--- config.mk ---
export PLATFORM = sky130hd
export DESIGN_NAME = id_stage
export DESIGN_NICKNAME = d
export VERILOG_FILES = /design/src/rtl/id_stage.sv
export SDC_FILE = /design/constraint.sdc
export NUM_CORES = 1
export LEC_CHECK = 0
export CORE_MARGIN = 2
export CORE_UTILIZATION = 56
export DETAILED_ROUTE_END_ITERATION = 10
export DONT_BUFFER_PORTS = 1
export PLACE_DENSITY_LB_ADDON = 0.2
export SYNTH_ARGS = -nofsm -noshare
export SYNTH_HDL_FRONTEND = slang
export SYNTH_SLANG_ARGS = --single-unit
export TNS_END_PERCENT = 10
--- constraint.sdc ---
create_clock -name clk -period 1.9 [get_ports clk]
set_clock_uncertainty 0.05 [all_clocks]
set_input_delay 0.38 -clock clk [delete_from_list [all_inputs] [get_ports clk]]
set_output_delay 0.38 -clock clk [all_outputs]
set_load 0.02 [all_outputs]
--- src/rtl/id_stage.sv ---
// Registered instruction-decode stage: decodes a 5-bit opcode into the EX control bundle
// behind an ID/EX register with valid/ready handshake, load-use stall, MUL issue hold and flush.
module id_stage #(
    parameter int unsigned DATA_W   = 16,
    parameter int unsigned RA_W     = 3,
    parameter int unsigned IMM_SEXT = 0,
    parameter int unsigned MUL_LAT  = 3
) (
    input  logic              clk,
    input  logic              rst,
    input  logic              in_valid,
    output logic              in_ready,
    input  logic [DATA_W-1:0] inst,
    input  logic [DATA_W-1:0] in_pc,
    input  logic              ex_ready,
    input  logic              flush,
    output logic              out_valid,
    output logic [DATA_W-1:0] out_pc,
    output logic [RA_W-1:0]   out_rd,
    output logic [RA_W-1:0]   out_rs,
    output logic [DATA_W-1:0] out_imm,
    output logic [2:0]        out_alu_op,
    output logic [1:0]        out_cmp_op,
    output logic [1:0]        out_jump_op,
    output logic              out_imm_op,
    output logic              out_reg_we,
    output logic              out_mem_we,
    output logic              out_rw_sel,
    output logic              out_ab_sel,
    output logic              out_csr_wr,
    output logic              out_reg_clear,
    output logic              out_illegal
);

    localparam int unsigned CNT_RAW  = $clog2(MUL_LAT + 1);
    localparam int unsigned CNT_W    = (CNT_RAW < 2) ? 2 : CNT_RAW;
    localparam bit          MUL_HOLD = (MUL_LAT > 1);

    // Opcode map: 0..7 R-type ALU, 8..15 I-type ALU (bit 3), low three bits equal alu_op
    localparam logic [4:0] OP_ADD  = 5'd0,  OP_SUB  = 5'd1,  OP_MUL  = 5'd2,  OP_AND  = 5'd3;
    localparam logic [4:0] OP_OR   = 5'd4,  OP_XOR  = 5'd5,  OP_SLL  = 5'd6,  OP_SRL  = 5'd7;
    localparam logic [4:0] OP_ADDI = 5'd8,  OP_SUBI = 5'd9,  OP_MULI = 5'd10, OP_ANDI = 5'd11;
    localparam logic [4:0] OP_ORI  = 5'd12, OP_XORI = 5'd13, OP_SLLI = 5'd14, OP_SRLI = 5'd15;
    localparam logic [4:0] OP_LW   = 5'd16, OP_SW   = 5'd17, OP_BEQ  = 5'd18, OP_BLE  = 5'd19;
    localparam logic [4:0] OP_CSRR = 5'd20, OP_CSRW = 5'd21, OP_JAL  = 5'd22, OP_JR   = 5'd23;
    localparam logic [4:0] OP_LI   = 5'd24, OP_RC   = 5'd25;

    localparam logic [2:0] ALU_ADD = 3'd0;
    localparam logic [1:0] CMP_BEQ = 2'd1, CMP_BLE = 2'd2;
    localparam logic [1:0] JMP_JAL = 2'd1, JMP_JR  = 2'd2;

    typedef struct packed {
        logic [2:0] alu_op;
        logic [1:0] cmp_op;
        logic [1:0] jump_op;
        logic       imm_op;
        logic       reg_we;
        logic       mem_we;
        logic       rw_sel;
        logic       ab_sel;
        logic       csr_wr;
        logic       reg_clear;
        logic       illegal;
    } ctrl_t;

    typedef enum logic {ST_RUN, ST_MULW} state_t;

    state_t              state_q, state_d;
    logic [CNT_W-1:0]    mul_cnt_q, mul_cnt_d;
    logic                out_valid_q;
    ctrl_t               ctrl_q;
    logic [DATA_W-1:0]   pc_q, imm_q;
    logic [RA_W-1:0]     rd_q, rs_q;

    ctrl_t               dec;
    logic                imm_sel;
    logic                sext_bit;
    logic [DATA_W-1:0]   imm_ext;
    logic [4:0]          opcode;
    logic [RA_W-1:0]     inst_rd, inst_rs;
    logic                hazard, accept, is_mul;

    assign opcode  = inst[4:0];
    assign inst_rd = inst[5 +: RA_W];
    assign inst_rs = inst[8 +: RA_W];
    assign is_mul  = (opcode == OP_MUL) || (opcode == OP_MULI);

    // Opcode decode into the control bundle
    always_comb begin
        dec     = '0;
        imm_sel = 1'b0;
        case (opcode)
            OP_ADD, OP_SUB, OP_MUL, OP_AND, OP_OR, OP_XOR, OP_SLL, OP_SRL,
            OP_ADDI, OP_SUBI, OP_MULI, OP_ANDI, OP_ORI, OP_XORI, OP_SLLI, OP_SRLI: begin
                dec.alu_op = opcode[2:0];
                dec.reg_we = 1'b1;
                dec.imm_op = opcode[3];
            end
            OP_LW: begin
                dec.alu_op = ALU_ADD;
                dec.imm_op = 1'b1;
                dec.reg_we = 1'b1;
                dec.rw_sel = 1'b1;
                dec.ab_sel = 1'b1;
            end
            OP_SW: begin
                dec.alu_op = ALU_ADD;
                dec.imm_op = 1'b1;
                dec.ab_sel = 1'b1;
                dec.mem_we = 1'b1;
            end
            OP_BEQ: dec.cmp_op = CMP_BEQ;
            OP_BLE: dec.cmp_op = CMP_BLE;
            OP_CSRR, OP_CSRW: begin
                dec.imm_op = 1'b1;
                dec.csr_wr = (opcode == OP_CSRW);
                imm_sel    = 1'b1;
            end
            OP_JAL: begin
                dec.jump_op = JMP_JAL;
                dec.reg_we  = 1'b1;
                dec.imm_op  = 1'b1;
                imm_sel     = 1'b1;
            end
            OP_JR: begin
                dec.jump_op = JMP_JR;
                dec.imm_op  = 1'b1;
                imm_sel     = 1'b1;
            end
            OP_LI: begin
                dec.alu_op = ALU_ADD;
                dec.imm_op = 1'b1;
                dec.reg_we = 1'b1;
                imm_sel    = 1'b1;
            end
            OP_RC:   dec.reg_clear = 1'b1;
            default: dec.illegal   = 1'b1;
        endcase
    end

    assign sext_bit = (IMM_SEXT != 0) && inst[DATA_W-1];
    assign imm_ext  = imm_sel ? {{8{sext_bit}}, inst[DATA_W-1:8]}
                              : {{11{sext_bit}}, inst[DATA_W-1:11]};

    // Conservative load-use check: either register field of the new word matches the load target
    assign hazard = out_valid_q && ctrl_q.rw_sel && ((inst_rs == rd_q) || (inst_rd == rd_q));

    // Issue control and MUL hold sequencing
    always_comb begin
        state_d   = state_q;
        mul_cnt_d = mul_cnt_q;
        in_ready  = !rst && !flush && (state_q == ST_RUN) && !hazard && (!out_valid_q || ex_ready);
        accept    = in_valid && in_ready;
        if (flush) begin
            state_d   = ST_RUN;
            mul_cnt_d = '0;
        end else begin
            case (state_q)
                ST_RUN: begin
                    if (accept && is_mul && MUL_HOLD) begin
                        state_d   = ST_MULW;
                        mul_cnt_d = CNT_W'(MUL_LAT - 1);
                    end
                end
                ST_MULW: begin
                    mul_cnt_d = mul_cnt_q - CNT_W'(1);
                    if (mul_cnt_q == CNT_W'(1)) state_d = ST_RUN;
                end
                default: state_d = ST_RUN;
            endcase
        end
    end

    always_ff @(posedge clk) begin
        if (rst) begin
            state_q   <= ST_RUN;
            mul_cnt_q <= '0;
        end else begin
            state_q   <= state_d;
            mul_cnt_q <= mul_cnt_d;
        end
    end

    // ID/EX register; dropping the entry clears only the side-effecting controls
    always_ff @(posedge clk) begin
        if (rst) begin
            out_valid_q <= 1'b0;
            ctrl_q      <= '0;
            pc_q        <= '0;
            imm_q       <= '0;
            rd_q        <= '0;
            rs_q        <= '0;
        end else if (accept) begin
            out_valid_q <= 1'b1;
            ctrl_q      <= dec;
            pc_q        <= in_pc;
            imm_q       <= imm_ext;
            rd_q        <= inst_rd;
            rs_q        <= inst_rs;
        end else if (flush || ex_ready) begin
            out_valid_q      <= 1'b0;
            ctrl_q.reg_we    <= 1'b0;
            ctrl_q.mem_we    <= 1'b0;
            ctrl_q.csr_wr    <= 1'b0;
            ctrl_q.reg_clear <= 1'b0;
            ctrl_q.jump_op   <= 2'b00;
            ctrl_q.cmp_op    <= 2'b00;
        end
    end

    assign out_valid     = out_valid_q;
    assign out_pc        = pc_q;
    assign out_rd        = rd_q;
    assign out_rs        = rs_q;
    assign out_imm       = imm_q;
    assign out_alu_op    = ctrl_q.alu_op;
    assign out_cmp_op    = ctrl_q.cmp_op;
    assign out_jump_op   = ctrl_q.jump_op;
    assign out_imm_op    = ctrl_q.imm_op;
    assign out_reg_we    = ctrl_q.reg_we;
    assign out_mem_we    = ctrl_q.mem_we;
    assign out_rw_sel    = ctrl_q.rw_sel;
    assign out_ab_sel    = ctrl_q.ab_sel;
    assign out_csr_wr    = ctrl_q.csr_wr;
    assign out_reg_clear = ctrl_q.reg_clear;
    assign out_illegal   = ctrl_q.illegal;

endmodule

# After elaboration in Yosys (flattened, before gate mapping)
# Cells that the tools add are included.
totals:
  output_inout_bits: 55
  wordCells: 100
  ff_bits: 57
op_classes:
  eq_ne: 29
  mux: 25
  n_reduce_logical: 26
  add_sub_neg: 1
  n_bitwise: 1
ops:
  columns: ["op", "count"]
  rows:
  - ["== test 5 bit, second input constant", 10]
  - ["== test 5 x 4 -> 1 bit, second input constant", 8]
  - ["OR reduction 26 bit", 1]
  - ["== test 5 x 3 -> 1 bit, second input constant", 4]
  - ["OR reduction 19 bit", 1]
  - ["OR reduction 16 bit", 1]
  - ["2-to-1 mux 1 bit", 12]
  - ["one-hot mux 2 bit (2 select lines)", 3]
  - ["== test 5 x 2 -> 1 bit, second input constant", 2]
  - ["logical AND 1 bit", 8]
  - ["2-to-1 mux 2 bit", 4]
  - ["2-to-1 mux 4 bit", 2]
  - ["2-to-1 mux 8 bit", 1]
  - ["OR reduction 7 bit", 1]
  - ["== test 3 bit", 2]
  - ["OR reduction 2 bit", 3]
  - ["== test 5 x 1 -> 1 bit, second input constant", 1]
  - ["zero test 5 bit", 1]
  - ["OR reduction 5 bit", 1]
  - ["zero test 1 bit", 4]
  - ["logical OR 1 bit", 4]
  - ["one-hot mux 1 bit (2 select lines)", 2]
  - ["2-to-1 mux 3 bit", 1]
  - ["== test 2 x 1 -> 1 bit, second input constant", 1]
  - ["other kinds (4)", 4]

# Longest topological paths before layout
# Gate-level depths: netlist of the first run.
logic_depth:
  depth_word: 10
  depth_mapped: 7

# Worst setup path before layout of the first run
# OpenSTA, ideal clock, no wires.
synth_path:
  path_type: "reg2out"
  from: "register rd_q[2] (netlist: out_rd[2])"
  to: "output port in_ready"
  path_stages_with_launch: 5
  arrival_time_ns: 1.609
  slack_ns: -0.139
  cell_sequence: "dfxtp_1 xor2_1 or4_1 clkbuf_1 and3_1"
synth_between:
  elab_chain_cells: 6
synth_rtl:
  columns: ["element", "line_no", "text"]
  rows:
  - ["start, declared", "73", "logic [RA_W-1:0] rd_q, rs_q;"]
  - ["start signal, assigned", "198", "rd_q <= inst_rd;"]
  - ["== test 3 bit", "146", "assign hazard = out_valid_q && ctrl_q.rw_sel && ((inst_rs == rd_q) || (inst_rd == rd_q));"]
  - ["logical OR 1 bit (*)", "146", null]
  - ["logical AND 1 bit (*)", "146", null]
  - ["zero test 1 bit (*)", "152", "in_ready = !rst && !flush && (state_q == ST_RUN) && !hazard && (!out_valid_q || ex_ready);"]
  - ["logical AND 1 bit (*) (2 in a row)", "152", null]
  - ["end, declared", "12", "output logic in_ready,"]
# Mark *: on every way between the ends. The rest lies on a longest branch, timed or not.

# Worst setup path in the final report of the first run
layout_path:
  from: "register rd_q[0] (netlist: out_rd[0])"
  to: "output port in_ready"
# Same word-level chain as after synthesis.

==> results of run 1 <==
[cell families after synthesis]
| family | Yosys count |
|---|---|
| AO/OA/AOI/OAI | 71 |
| AND/OR/NAND/NOR | 62 |
| buffers and inverters | 53 |
| flip-flops | 49 |
| multiplexers | 20 |
| XOR/XNOR | 6 |
| adder cells (fa/ha/maj) | 1 |
| other | 1 |
[cell type report]
cell class | count | area, um2
Clock buffer | 7 | 86.33
Clock inverter | 1 | 30.03
Fill cell | 350 | 1356
Inverter | 24 | 90.09
Multi-Input combinational cell | 168 | 1226
Sequential cell | 49 | 987.2
Tap cell | 50 | 62.56
Timing Repair Buffer | 26 | 219.0
[cell usage in the layout, fill, tap and decap left out, types with 7 or more instances in the layout]
| master | instances |
|---|---|
| mux2i_1 | 18 |
| nand2_1 | 21 |
| dfxtp_1 | 46 |
| conb_1 | 8 |
| buf_4 | 23 |
| o311ai_1 | 19 |
| o21ai_0 | 20 |
| inv_1 | 23 |
| a31oi_1 | 7 |
| a211oi_1 | 7 |
| nor2b_1 | 7 |
[worst min-delay path by stage]
stage	slack, ps	end	cells past startpoint	from
finish	90	out_imm[0]	1	rst
CTS	80	out_imm[0]	1	rst
global route	70	out_rs[2]	1	rst
global placement	400	out_rs[2]	1	rst
detailed placement	400	out_rs[2]	1	rst
floorplan	440	out_valid	2	out_valid
[sequential cells by signal (all words and copies together), names as in the netlist, 2 cells and up]
| register | cells |
|---|---|
| mul_cnt_q | 2 |
| out_alu_op | 3 |
| out_cmp_op | 2 |
| out_imm | 8 |
| out_jump_op | 2 |
| out_pc | 16 |
| out_rd | 3 |
| out_rs | 3 |
[through the flow]
stage          utilization (%)  hold slack [ps]  total power, mW  setup slack [ps]
4_1_cts                  66.17            76.90            2.152            -119.1
3_3_place_gp             61.64            401.5            1.374             61.55
5_1_grt                  66.57            72.15            2.229            -159.9
2_1_floorplan                -            442.2            1.338             45.85
6_report                 66.57            86.16            2.132            -110.9
3_5_place_dp             61.64            403.5            1.379             40.17
[timing repair]
action	in CTS	in global routing
pin swaps	4	0
gates resized for setup	7	4
buffers inserted	3	0
hold endpoints to repair	0	0
cloned	0	0
endpoints found under the setup margin	1	25
[per-layer routing]
metal	up-vias	part of all wire, %
li1	945	-
met1	882	45
met2	65	47
met3	9	6.9
met4	0	1.6
met5	-	0
[power breakdown]
| part | leakage (nW) | internal, mW | switching [mW] |
|---|---|---|---|
| Sequential | 0.400 | 1.06 | 0.0707 |
| Combinational | 0.686 | 0.0985 | 0.135 |
| Clock | 0.0585 | 0.429 | 0.334 |
| Total | 1.14 | 1.59 | 0.540 |
==> flow_summary.ini, run 1 <==
[place]
io_buffers = 0
dp.cells = 314
placed_cell_area_um2 = 2501
place_hpwl_um = 3997
gp_congestion = 0.8171

[route]
firstDrtPassIters = 4
vias = 1901
ant_nets = 0
routed_wl_um = 5578
wl_per_cell_um = 17.16
drcViolationCount = 0
drt_iter0_drc = 95
vias_per_cell = 5.849

[synthesis]
synth_top_family_by_area = compound AO/OA/AOI/OAI gates
netlist_instances = 263
synth_ff_type = dfxtp_1
synth_area_um2 = 2379
yosys.area_share.simple_pct = 14.83
ys_seq_area_share_pct = 41.24
synth_fa_ha_area_share_pct = 0.5260
synth_top_area_share_pct = 41.24
yosysMostFrequentCell = dfxtp_1
synthArstFlopShare_pct = 0
synth_area_leader_cell = dfxtp_1
ys_seq_elements = 49
synth-xor-area-share_pct = 2.209
synth_cell_types = 45
ys_top_cells_by_count = dfxtp_1, inv_1, nand2_1
yosysWarnings = 0
synthMuxAreaShare_pct = 8.522
syn_avg_cell_area_um2 = 9.044
synth-edff-count = 0
synth-compound-area-share_pct = 21.36
synth_area_leaders = dfxtp_1, mux2i_1, o311ai_1, o21ai_0, inv_1

[clock_network]
holdBufCountCts = 0
cts_htree_levels = 2
clockBufferDepth = 2
root_buffer = clkbuf_8
cts_sinks = 49
clk_latency_ps = 300
cts_buffers = 5
clk_pin_slew_ps = 90
cts_tree = yes

[sta]
hold_violations = 0
max_freq_ghz = 0.4973
setup_viol_count_final = 1
rsz0062_at_grt = true
slew_headroom_pct = 64.72
slew_violations = 0
fin_ws_ps = -110.9
period_needed_ps = 2011
worstMarginPinSlew_ps = 525.6
fin_tns_setup_ps = -110.9
finalCritPeriodShare_pct = 105.8

[setup_path]
setup.worst_path.class = flip-flop to primary output
reg2reg_slack_ps = 10
cp_cell_sequence = xor2_2 -> or4_4 -> and3_4
path_delay_family = simple AND/OR/NAND/NOR gates
path_depth = 3
cpPeakStageDelay_ps = 530
worst_r2r_path_depth = 5
crit_path_start_kind = flip-flop
path_buf_inv = 0
required_ps = 1470
crit_path_end = in_ready
endpoint_kind = primary output
cp.arrival_ps = 1580
rr_endpoint = out_alu_op[1]
cp-startpoint = out_rd[0]
critPathSlowestCell = or4_4
worstPathMaxFanout = 4
reg2reg_from = out_rd[0]

[worst_hold_path]
hp-class = input pin to flip-flop

[floorplan]
start_util_pct = 58.62
die_area_um2 = 4784
coreArea_um2 = 4058
ios = 92
die_height_um = 69.17
rows = 23
die_w_um = 69.17

[run]
maxCapViolations = 0

[global_routing]
grt-ovfl-total = 0
grt-busiest-layer = met2
grt_pass1_wl_um = 9059
met2_usage_pct = 35.47
grt_pass1_vias = 1807
globalRouteMet1Util_pct = 31.58
grt_use_met3_pct = 8.285
grt_antenna_before_repair = 0
grt_max_degree = 29
grtUsageTotal_pct = 23.23

[power]
powerDensity_nw_per_um2 = 789.2
ir_worst_vdd_mv = 0.4994
leakagePower_nw = 1.145

[layout]
drive_above_1_share_pct = 18.91
syn2layout_area_growth_pct = 13.57
fin_cells = 325
fin_nets = 312
fin_area_um2 = 2701
antenna_cells = 0

[run_status]
status = finished, violations left
violations = setup timing
(Power assumes the default switching activity.)
==> inputs of run 2 (changes only) <==
--- a/config.mk
+++ b/config.mk
@@ -9,6 +9,7 @@
 export CORE_UTILIZATION = 56
 export DETAILED_ROUTE_END_ITERATION = 10
 export DONT_BUFFER_PORTS = 1
+export GPL_TIMING_DRIVEN = 1
 export PLACE_DENSITY_LB_ADDON = 0.2
 export SYNTH_ARGS = -nofsm -noshare
 export SYNTH_HDL_FRONTEND = slang
==> results of run 2 <==
No change in the layout: final DEF, timing and power equal those of run 1.
